### config.mk
export PLATFORM = sky130hd
export DESIGN_NAME = rv32_scoreboard_flat
export DESIGN_NICKNAME = d
export VERILOG_FILES = /design/src/rtl/rv32_scoreboard_if.sv /design/src/rtl/rv32_scoreboard.sv /design/src/flat_wrapper.sv
export SDC_FILE = /design/constraint.sdc
export NUM_CORES = 1
export LEC_CHECK = 0
export CORE_MARGIN = 2
export CORE_UTILIZATION = 24
export CTS_BUF_LIST = sky130_fd_sc_hd__clkbuf_16
export DETAILED_ROUTE_END_ITERATION = 7
export PLACE_DENSITY = 0.49
export SLEW_MARGIN = 10
export SYNTH_ARGS = -nofsm -noshare
export SYNTH_HDL_FRONTEND = slang
export SYNTH_SLANG_ARGS = --single-unit
### constraint.sdc
create_clock -name clk -period 8.3 [get_ports clk]
set_clock_uncertainty 0.1 [all_clocks]
set_input_delay 1.66 -clock clk [delete_from_list [all_inputs] [get_ports clk]]
set_output_delay 1.66 -clock clk [all_outputs]
set_load 0.005 [all_outputs]
### src/rtl/rv32_scoreboard_if.sv
// Decode/issue and writeback-retire signals shared between the pipeline and the
// register scoreboard. The pipeline side uses the master modport and the scoreboard uses the slave modport.
interface rv32_scoreboard_if;
  logic       id_valid;
  logic [4:0] id_rs1;
  logic [4:0] id_rs2;
  logic [1:0] id_use_rs;
  logic [4:0] id_rd;
  logic       id_wb;
  logic       id_long;
  logic       issue_ready;
  logic       wb_valid;
  logic [4:0] wb_rd;

  modport master (
    output id_valid, id_rs1, id_rs2, id_use_rs, id_rd, id_wb, id_long,
    output wb_valid, wb_rd,
    input  issue_ready
  );

  modport slave (
    input  id_valid, id_rs1, id_rs2, id_use_rs, id_rd, id_wb, id_long,
    input  wb_valid, wb_rd,
    output issue_ready
  );
endinterface

### src/rtl/rv32_scoreboard.sv
// Register scoreboard that tracks long-latency writes to x1..x31 and stalls decode on RAW, WAW-overflow and outstanding-limit hazards.
// The optional stall counters are built when RV32_SCOREBOARD_PERF_EN is defined.
module rv32_scoreboard #(
  parameter  int CNT_W           = 2,
  parameter  int MAX_OUTSTANDING = 4,
  parameter  int WB_BYPASS       = 1,
  localparam int OUT_W           = $clog2(MAX_OUTSTANDING + 1)
) (
  input  logic                 clk,
  input  logic                 rst,
  rv32_scoreboard_if.slave     sb,
  output logic [31:0]          pending,
  output logic [OUT_W-1:0]     outstanding,
  output logic                 sb_err
`ifdef RV32_SCOREBOARD_PERF_EN
  ,
  output logic [31:0]          stall_cycles,
  output logic [31:0]          raw_stalls
`endif
);

  localparam logic [CNT_W-1:0] CNT_MAX = {CNT_W{1'b1}};

  logic [CNT_W-1:0] cnt [32];

  logic retire;
  logic long_wr;
  logic haz_rs1;
  logic haz_rs2;
  logic waw_full;
  logic out_full;
  logic ready;
  logic alloc;

  // NOTE: every variable gets a default at the top of always_comb so no path can infer a latch.
  always_comb begin
    retire  = sb.wb_valid && (sb.wb_rd != 5'd0);
    long_wr = sb.id_wb && sb.id_long && (sb.id_rd != 5'd0);

    haz_rs1 = sb.id_use_rs[0] && (sb.id_rs1 != 5'd0) && (cnt[sb.id_rs1] != '0);
    haz_rs2 = sb.id_use_rs[1] && (sb.id_rs2 != 5'd0) && (cnt[sb.id_rs2] != '0);
    // A retire of the last pending write to a source releases that source in the same cycle.
    if (WB_BYPASS != 0) begin
      if (retire && (sb.wb_rd == sb.id_rs1) && (cnt[sb.id_rs1] == CNT_W'(1))) haz_rs1 = 1'b0;
      if (retire && (sb.wb_rd == sb.id_rs2) && (cnt[sb.id_rs2] == CNT_W'(1))) haz_rs2 = 1'b0;
    end

    waw_full = long_wr && (cnt[sb.id_rd] == CNT_MAX);
    out_full = long_wr && (outstanding == OUT_W'(MAX_OUTSTANDING)) && !retire;
    ready    = !haz_rs1 && !haz_rs2 && !waw_full && !out_full;
    alloc    = sb.id_valid && ready && long_wr;
  end

  assign sb.issue_ready = ready;

  always_comb begin
    pending = '0;
    for (int r = 1; r < 32; r++) pending[r] = (cnt[r] != '0);
  end

  // NOTE: the counter array is control state, not data storage, so every entry is cleared on reset.
  always_ff @(posedge clk) begin
    if (rst) begin
      for (int r = 0; r < 32; r++) cnt[r] <= '0;
      outstanding <= '0;
      sb_err      <= 1'b0;
    end else begin
      // NOTE: sequential state uses non-blocking assignments so every register samples pre-edge values.
      for (int r = 1; r < 32; r++) begin
        if (alloc && (sb.id_rd == 5'(r)) && !(retire && (sb.wb_rd == 5'(r)))) begin
          cnt[r] <= cnt[r] + CNT_W'(1);
        end else if (retire && (sb.wb_rd == 5'(r)) && !(alloc && (sb.id_rd == 5'(r)))) begin
          if (cnt[r] != '0) cnt[r] <= cnt[r] - CNT_W'(1);
        end
      end

      if (alloc && !retire) begin
        outstanding <= outstanding + OUT_W'(1);
      end else if (retire && !alloc && (outstanding != '0)) begin
        outstanding <= outstanding - OUT_W'(1);
      end

      if (retire && ((cnt[sb.wb_rd] == '0) || (outstanding == '0))) sb_err <= 1'b1;
    end
  end

`ifdef RV32_SCOREBOARD_PERF_EN
  always_ff @(posedge clk) begin
    if (rst) begin
      stall_cycles <= '0;
      raw_stalls   <= '0;
    end else if (sb.id_valid && !ready) begin
      stall_cycles <= stall_cycles + 32'd1;
      if (haz_rs1 || haz_rs2) raw_stalls <= raw_stalls + 32'd1;
    end
  end
`endif

endmodule

### src/flat_wrapper.sv
// flat-port wrapper written by rule: the top's interface ports become plain ports
module rv32_scoreboard_flat 
#(
  parameter  int CNT_W           = 2,
  parameter  int MAX_OUTSTANDING = 4,
  parameter  int WB_BYPASS       = 1,
  localparam int OUT_W           = $clog2(MAX_OUTSTANDING + 1)
)
  (clk, rst, pending, outstanding, sb_err, sb_id_valid, sb_id_rs1, sb_id_rs2, sb_id_use_rs, sb_id_rd, sb_id_wb, sb_id_long, sb_wb_valid, sb_wb_rd, sb_issue_ready);
  rv32_scoreboard_if sb_i ();
  input  logic clk;
  input  logic rst;
  output logic [31:0] pending;
  output logic [OUT_W-1:0] outstanding;
  output logic sb_err;
  input wire logic [$bits(sb_i.id_valid)-1:0] sb_id_valid;
  input wire logic [$bits(sb_i.id_rs1)-1:0] sb_id_rs1;
  input wire logic [$bits(sb_i.id_rs2)-1:0] sb_id_rs2;
  input wire logic [$bits(sb_i.id_use_rs)-1:0] sb_id_use_rs;
  input wire logic [$bits(sb_i.id_rd)-1:0] sb_id_rd;
  input wire logic [$bits(sb_i.id_wb)-1:0] sb_id_wb;
  input wire logic [$bits(sb_i.id_long)-1:0] sb_id_long;
  input wire logic [$bits(sb_i.wb_valid)-1:0] sb_wb_valid;
  input wire logic [$bits(sb_i.wb_rd)-1:0] sb_wb_rd;
  output wire logic [$bits(sb_i.issue_ready)-1:0] sb_issue_ready;
  assign sb_i.id_valid = sb_id_valid;
  assign sb_i.id_rs1 = sb_id_rs1;
  assign sb_i.id_rs2 = sb_id_rs2;
  assign sb_i.id_use_rs = sb_id_use_rs;
  assign sb_i.id_rd = sb_id_rd;
  assign sb_i.id_wb = sb_id_wb;
  assign sb_i.id_long = sb_id_long;
  assign sb_i.wb_valid = sb_wb_valid;
  assign sb_i.wb_rd = sb_wb_rd;
  assign sb_issue_ready = sb_i.issue_ready;
  rv32_scoreboard #(.CNT_W(CNT_W), .MAX_OUTSTANDING(MAX_OUTSTANDING), .WB_BYPASS(WB_BYPASS)) u_core (.clk(clk), .rst(rst), .sb(sb_i), .pending(pending), .outstanding(outstanding), .sb_err(sb_err));
endmodule
# Word level (Yosys, flattened, before mapping)
# Memories as Yosys holds them, arrays and structs flattened.
# Index checks and enable logic that the tools add are counted.
# W data, S select, Z words.
# op_classes
add_sub_neg	64
multipliers	0
div	0
magnitude_cmp	0
n_eq_ne	68
n_shift	0
n_mux	316
bitwise_logic	62
reduce_logical	257
# op_table
op	n
$mux W1	252
$eq A5 B5 Y1 const B	32
$logic_and A1 B1 Y1	147
$mux W2	62
$eq A5 B4 Y1 const B	16
$logic_not A1 Y1	68
$reduce_bool A2 Y1	34
$add A2 B1 Y2 const B	31
$or A1 B1 Y1	62
$sub A2 B1 Y2 const B	31
$eq A5 B3 Y1 const B	8
$eq A5 B2 Y1 const B	4
$reduce_bool A5 Y1	4
$eq A5 B1 Y1 const B	2
$eq A5 B5 Y1	2
$mux W3	2
$eq A2 B1 Y1 const B	2
$add A3 B1 Y3 const B	1
$eq A3 B3 Y1 const B	1
$logic_not A3 Y1	1
$reduce_bool A3 Y1	1
$sub A3 B1 Y3 const B	1
$eq A2 B2 Y1 const B	1
$logic_not A2 Y1	1
$logic_or A1 B1 Y1	1
# word_totals
regBits	4
latch_bits	0
mem_bits_rw	64
rom_bits	0
inputBits	28
out_inout_bits	37
wordCells	770
memories	1
# memory_table
name	depth	width	rd	rd_ports_with_merged_regs	wr	line	source
u_core.cnt	32	2	35	0	32	rv32_scoreboard.sv:24	logic [CNT_W-1:0] cnt [32];

# Longest topological paths before layout
# Gate-level depths: netlist of run 1.
# logic_depth
depth_word	19
mapped_depth	16
depth_no_buf	12

# Least setup slack after synthesis of run 1
# Ideal clock, no wire load.
# synth_timing
kind	input to output
start	in sb_wb_rd[1]
end	out sb_issue_ready
arrival_ps	3442
t_required_ps	6540
path_slack_ps	3098
cell_stages	8
path_buffers	2
cell_sequence	buf_4 > or4_4 > o21a_4 > nand4_1 > nand3_1 > o21ai_2 > buf_6 > nor3_1
# synth_via
elab_chain_len	9
word_cells_on_any_way	18
cone_classes	2 x eq/ne; 2 x mux; 14 x reduce/logical
# synth_lines
element	line	source
start: declaration	flat_wrapper.sv:24	input wire logic [$bits(sb_i.wb_rd)-1:0] sb_wb_rd;
$reduce_bool A5 Y1	rv32_scoreboard.sv:37	retire = sb.wb_valid && (sb.wb_rd != 5'd0);
$logic_and A1 B1 Y1	rv32_scoreboard.sv:37	
$logic_and A1 B1 Y1 (on tied branches) (2 in series)	rv32_scoreboard.sv:44, rv32_scoreboard.sv:45	
$mux W1 (on tied branches)	rv32_scoreboard.sv:44, rv32_scoreboard.sv:45	
$logic_not A1 Y1	rv32_scoreboard.sv:50	ready = !haz_rs1 && !haz_rs2 && !waw_full && !out_full;
$logic_and A1 B1 Y1 (2 in series)	rv32_scoreboard.sv:50	
$logic_and A1 B1 Y1 *	rv32_scoreboard.sv:50	
end: declaration	flat_wrapper.sv:25	output wire logic [$bits(sb_i.issue_ready)-1:0] sb_issue_ready;
# Mark *: on every way between the ends. The rest lies on a longest branch, timed or not.

# Worst setup path after layout of run 1
# layout_timing
start	in sb_id_rs1[0]
end	out sb_issue_ready
# layout_via
elab_chain_len	8
word_cells_on_any_way	14
cone_classes	2 x eq/ne; 1 x mux; 10 x reduce/logical; 1 x memory
# layout_lines
element	line	source
start: declaration	flat_wrapper.sv:17	input wire logic [$bits(sb_i.id_rs1)-1:0] sb_id_rs1;
$mem_v2 Z32 W2 (tied with other cells)	--	
$eq A2 B1 Y1 (tied with other cells)	rv32_scoreboard.sv:44	if (retire && (sb.wb_rd == sb.id_rs1) && (cnt[sb.id_rs1] == CNT_W'(1))) haz_rs1 = 1'b0;
$logic_and A1 B1 Y1 (on tied branches)	rv32_scoreboard.sv:44, rv32_scoreboard.sv:40	
$mux W1 *	rv32_scoreboard.sv:44	
$logic_not A1 Y1 *	rv32_scoreboard.sv:50	
$logic_and A1 B1 Y1 * (3 in series)	rv32_scoreboard.sv:50	
# Marks and branches as above.

==> run summary, run 1 <==
Gpl congestion: 0.9392
Min-Delay Path Class: reg -> reg
Worst Hold End: u_core.sb_err
Max Freq: 139.8 MHz
Antenna violations before repair: 0
Root Driver: clkbuf_16
Hold depth: 2
Clk sinks: 66
EDFF count, synth: 62
WL per Instance: 22.96 um
RR Startpoint: u_core.cnt[7][0]
Final slew viol count: 0
Final net count: 899
Clk Latency, worst-skew pair: 0.36 ns
Critical Path End Type: output port
Leak Pwr: 2.814 nW
Largest net degree at the start of global routing: 51
Worst hold start: u_core.sb_err
Gates resized, CTS repair: 0
VDD IR max: 0.0001106 V
Syn Inst Count: 856
Post-route ant nets: 0
Layout cell share with drive strength beyond 1: 11.21%
Max_slew headroom: 22.10%
Register area share after synthesis: 26.53%
Core box area: 29800 um2
Fraction of registers with async set/reset: 0%
Inst Count DP: 1248
Final instance area: 8413 um2
Yosys cell types: 82
Initial Utilization: 24.57%
Status: completed
Routed wire length: 29020 um
Setup crit start kind: input port
Vias post-DR: 7300
H-tree lvl count: 3
Synthesized area: 7320 um2
Setup TNS: 0 ns
Register-to-Register Path Depth: 12
Total track usage: 18.32%
Non-Filler Instances: 1264
RSZ-0062 raised after global routing: false
Vias in the first global route: 6745
CTS clk-pin slew, worst paths: 0.05 ns
Final Hold Vio Count: 0
IO buf count: 63
Worst endpoint required time: 6.54 ns
Residual DRC: 0
Clk buf depth: 2
Remaining Overflow, GRT: 0
DIE HEIGHT: 178.6 um
CP max FO: 19
Dpl hpwl: 22100 um
Slew @ Worst Pin: 1.165 ns
Synthesized Nets: 886
CTS tree: built
Pre-antenna DRT Iters: 5
Pre-CTS setup slack: 1.179 ns
Final Util: 28.24%
DR iter-0 viols: 689
Hold WS: 0.3803 ns
Die area: 31910 um2
WS Path Type: in -> out
Row count: 63
Antenna diodes: 0
Top FF cell, synth: edfxtp_1
#FFs+latches synth: 66
I/O Pins: 65
Fin crit share: 86.19%
Syn_area_per_cell: 8.551 um2
Hold buffers post-CTS: 0
DP Area: 8125 um2
CTS Buf Count: 9
PD cells: 133.5 nW/um2
Post-CTS setup buffers: 0
Arrival @ worst endpoint: 5.39 ns
Die X: 178.6 um
Number of max-cap violations: 0
Via density per instance: 5.775
Minimum clock period: 7.154 ns
Layout area overhead: 14.94%
# setup viols final: 0
FILL cells: 3206
Final WS setup: 1.146 ns
Design Power: 1.123 mW
Flop2flop setup slack: 4.45 ns
First-pass GRT wire length: 43100 um
R2r endpoint: u_core.outstanding[1]
Ys Warns: 0
-- worst max-delay path, stage by stage --
cell             delay, ns
clkdlybuf4s50_1       1.21
buf_4                 0.32
mux2_2                0.35
o221ai_1              0.17
o22ai_1               0.14
a32oi_1               0.27
o21ai_2               0.10
nor3_1                0.55
clkdlybuf4s50_1       0.62
-- cells by family (layout without fill, tap and decap cells) --
family	after synthesis	in the layout	synth area share (%)
and+or+nand+nor	401	401	29.23
buffers and inverters	106	124	7.077
muxes	75	75	15.21
AOI/OAI and AO/OA	188	188	19.42
xor gates and xnor gates	17	17	2.034
DFF	66	66	26.53
adders and majority gates	2	2	0.4444
other	1	1	0.05123
-- cell type report --
| cell class | instances | area (um2) | share of cell area [%] |
|---|---|---|---|
| sequential | 66 | 1942 | 23.08 |
| clock buffer | 9 | 225.2 | 2.677 |
| multi-input combinational | 684 | 4860 | 57.76 |
| tap | 390 | 488.0 | 5.800 |
| inverter | 34 | 127.6 | 1.517 |
| timing repair buffer | 74 | 708.2 | 8.418 |
| clock inverter | 7 | 62.56 | 0.7436 |
-- cells in the final DEF (no fill, tap or decap), types with 18 or more instances in the layout --
| cell | netlist | layout |
|---|---|---|
| nor2_1 | 105 | 105 |
| nand2_1 | 100 | 100 |
| clkdlybuf4s50_1 | 0 | 62 |
| a21oi_1 | 33 | 33 |
| mux2i_1 | 37 | 37 |
| edfxtp_1 | 62 | 62 |
| nand3_1 | 40 | 40 |
| nor2b_1 | 18 | 18 |
| mux4_2 | 28 | 28 |
| inv_1 | 34 | 36 |
| nor3_1 | 33 | 33 |
| a211o_1 | 20 | 20 |
-- flip-flops by register name, summed over array words and instances, names as in the netlist --
signal / count
u_core.outstanding: 3
u_core.cnt: 62
u_core.sb_err: 1
-- report_power, final --
part / switching, mW / internal, mW
sequential: 0.0467 / 0.386
combinational: 0.171 / 0.125
clock: 0.164 / 0.229
total: 0.382 / 0.741
-- worst max-delay path by stage --
stage / slack, ns / startpoint / cells after the start / endpoint
floorplan: 3.10 / sb_wb_rd[1] / 8 / sb_issue_ready
global placement: 1.14 / sb_id_rs1[0] / 9 / sb_issue_ready
detailed placement: 1.18 / sb_id_rs1[0] / 9 / sb_issue_ready
CTS: 1.17 / sb_id_rs1[0] / 9 / sb_issue_ready
global route: 0.87 / sb_id_rs1[0] / 7 / sb_issue_ready
finish: 1.15 / sb_id_rs1[0] / 9 / sb_issue_ready
-- per-layer routing --
| layer | routed length, um | global-route usage [%] | vias up |
|---|---|---|---|
| met3 | 2625 | 3.538 | 47 |
| met5 | 0 | 0 | - |
| met4 | 647 | 5.183 | 0 |
| met2 | 12800 | 27.72 | 340 |
| met1 | 12950 | 26.35 | 3642 |
| li1 | - | - | 3271 |
-- Yosys cell counts (5+ instances only) --
cell       count  area (um2)
nor2_1       105       394.1
nand2_1      100       375.4
edfxtp_1      62        1862
nand3_1       40       200.2
clkbuf_1      39       146.4
mux2i_1       37       370.4
inv_1         34       127.6
a21oi_1       33       165.2
nor3_1        33       165.2
mux4_2        28       630.6
a211o_1       20       175.2
nor2b_1       18       112.6
o21ai_0       15       75.07
a311oi_1      14       122.6
a2111oi_0     13       113.9
nand3b_1      13       97.59
or2_2         13       81.33
xor2_1        13       113.9
a211oi_1      12       90.09
buf_2         12       60.06
nand2b_1      11       68.82
nor4_4        11       234.0
buf_4         10       75.07
mux2_2        10       112.6
buf_6          9       101.4
nand4_1        9       56.30
a311o_1        7       70.07
a31oi_1        7       43.79
nand4b_1       7       61.31
o22ai_1        7       43.79
and3_1         6       37.54
nor4_1         6       37.54
o211ai_1       6       45.04
a21boi_0       5       37.54
a21o_1         5       37.54
and2_1         5       31.28
nor3b_1        5       37.54
No activity file was read; power rests on OpenSTA's default activity.
==> inputs of run 2 (changes only) <==
MAX_ROUTING_LAYER = met4   (was unset)
SKIP_LAST_GASP = 1   (was unset)
==> run 2 against run 1 <==
Net effect:
- count of clock-buffer cells in the layout unchanged
- flip-flop and latch count unchanged
- largest power group unchanged
- sequential power about the same
- highest routed layer unchanged
==> run summary, run 2 (same netlist as run 1, synthesis figures left out) <==
IO buf count: 63 (unchanged)
Final instance area: 8417 um2 (about the same)
Clk buf depth: 2 (unchanged)
H-tree lvl count: 3 (unchanged)
First-pass GRT wire length: 43380 um (+0.64%)
Inst Count DP: 1250 (+0.16%)
Minimum clock period: 6.947 ns (-0.2064 ns)
Max_slew headroom: 25.34% (+3.2 points)
RR Startpoint: u_core.cnt[7][0]
Final net count: 901 (+0.22%)
Commonest non-fill, non-tap cell in the layout: nor2_1
Routed wire length: 29520 um (+1.7%)
Clk Latency, worst-skew pair: 0.36 ns (about the same)
Arrival @ worst endpoint: 5.19 ns (-0.20 ns)
Gpl congestion: 0.9612 (+2.3%)
Hold buffers post-CTS: 0 (unchanged)
CP max FO: 16 (-3)
Residual DRC: 0 (unchanged)
Via density per instance: 5.811 (+0.61%)
PD cells: 132.0 nW/um2 (-1.1%)
Final Hold Vio Count: 0 (unchanged)
Vias in the first global route: 6835 (+1.3%)
Non-Filler Instances: 1268 (+0.32%)
Hold depth: 2 (unchanged)
Leak Pwr: 2.815 nW (about the same)
Dpl hpwl: 22400 um (+1.3%)
Largest net degree at the start of global routing: 67 (+31%)
Initial Utilization: 24.57% (unchanged)
Post-route ant nets: 0 (unchanged)
CTS Buf Count: 9 (unchanged)
Final slew viol count: 0 (unchanged)
Most frequent cells in the layout: 105 x nor2_1, 100 x nand2_1, 62 x clkdlybuf4s50_1, 62 x edfxtp_1, 40 x nand3_1
Fin crit share: 83.70% (-2.5 points)
Remaining Overflow, GRT: 0 (unchanged)
Critical Path End Type: output port
RSZ-0062 raised after global routing: false
Slew @ Worst Pin: 1.118 ns (-0.04721 ns)
WL per Instance: 23.28 um (+1.4%)
Register-to-Register Path Depth: 12 (unchanged)
Worst endpoint required time: 6.54 ns (about the same)
VDD IR max: 0.0001035 V (-6.5%)
Layout cell share with drive strength beyond 1: 11.42% (+0.20 points)
Clk sinks: 66 (unchanged)
Die X: 178.6 um (unchanged)
Setup crit start kind: input port
Core box area: 29800 um2 (unchanged)
# setup viols final: 0 (unchanged)
Layout area overhead: 14.99% (about the same)
DR iter-0 viols: 904 (+31%)
FILL cells: 3228 (+0.69%)
WS Path Type: in -> out
Max Freq: 143.9 MHz (+3.0%)
CTS clk-pin slew, worst paths: 0.06 ns (about the same)
DIE HEIGHT: 178.6 um (unchanged)
Root Driver: clkbuf_16
Post-CTS setup buffers: 0 (unchanged)
Setup crit start: sb_id_rs2[0]
Top reg by flops: u_core.cnt
Pre-antenna DRT Iters: 5 (unchanged)
Total track usage: 19.05% (+0.73 points)
Antenna violations before repair: 2 (+2)
Min-Delay Path Class: reg -> reg
Die area: 31910 um2 (unchanged)
Setup TNS: 0 ns (unchanged)
Design Power: 1.111 mW (-1.1%)
I/O Pins: 65 (unchanged)
Biggest registers after layout: u_core.cnt: 62 flops, u_core.outstanding: 3 flops, u_core.sb_err: 1 flops
Final Util: 28.25% (about the same)
Vias post-DR: 7368 (+0.93%)
Sequential Area: 1942 um2 (unchanged)
Area occupied by multi-input gates: 4860 um2 (unchanged)
Gates resized, CTS repair: 0 (unchanged)
CTS tree: built
Row count: 63 (unchanged)
Number of max-cap violations: 0 (unchanged)
Max reg flops: 62 (unchanged)
Worst hold start: u_core.sb_err
DP Area: 8140 um2 (+0.18%)
Status: completed
## run 2: cell count changes in the layout (fill, tap and decap cells not counted), sizes merged
| cell | previous run | this run |
|---|---|---|
| diode | 0 | 2 |
| buf | 12 | 14 |
| clkinv | 2 | 4 |
| bufinv | 1 | 0 |
| clkinvlp | 2 | 1 |
## run 2: cell type report
cell class                      count  share of cell area [%]
Clock buffer                        9                   2.676
Clock inverter                      7                  0.5500
Timing Repair Buffer               76                   8.592
Sequential cell                    66                   23.07
Inverter                           34                   1.516
Antenna cell                        2                 0.05946
Tap cell                          390                   5.798
Multi-Input combinational cell    684                   57.74
## run 2: critical path, stage by stage
cell and delay (ns):
clkdlybuf4s50_1 0.91, buf_4 0.37, mux4_2 0.51, nand2b_1 0.15, a31oi_1 0.21, a31o_2 0.20
nand2_2 0.06, nor3_1 0.50, clkdlybuf4s50_1 0.62
## run 2: power by group
| part | internal [mW] | switching, mW |
|---|---|---|
| combinational | 0.126 | 0.173 |
| sequential | 0.386 | 0.0460 |
| clock | 0.202 | 0.178 |
| total | 0.714 | 0.397 |
## run 2: stage by stage
stage / hold WS, ns / setup slack, ns
CTS: 0.3954 / 1.335
detailed placement: 0.3776 / 1.356
finish: 0.3940 / 1.353
global route: 0.4483 / 1.111
global placement: 0.3636 / 1.326
floorplan: 0.3604 / 3.098
## run 2: worst paths after layout
| path | to | slack, ns |
|---|---|---|
| worst max register to register | u_core.outstanding[1] | 4.46 |
| worst min register to register | u_core.sb_err | 0.39 |
| worst max-delay path | sb_issue_ready | 1.35 |
| worst min-delay path | u_core.sb_err | 0.39 |
## run 2: metal layers
metal,GRT usage (%),part of all wire (%),vias up
met2,27.46,44,339
met1,26.05,44,3687
met5,-,0,-
met3,4.518,9.3,53
met4,6.335,2.9,0
li1,-,-,3289
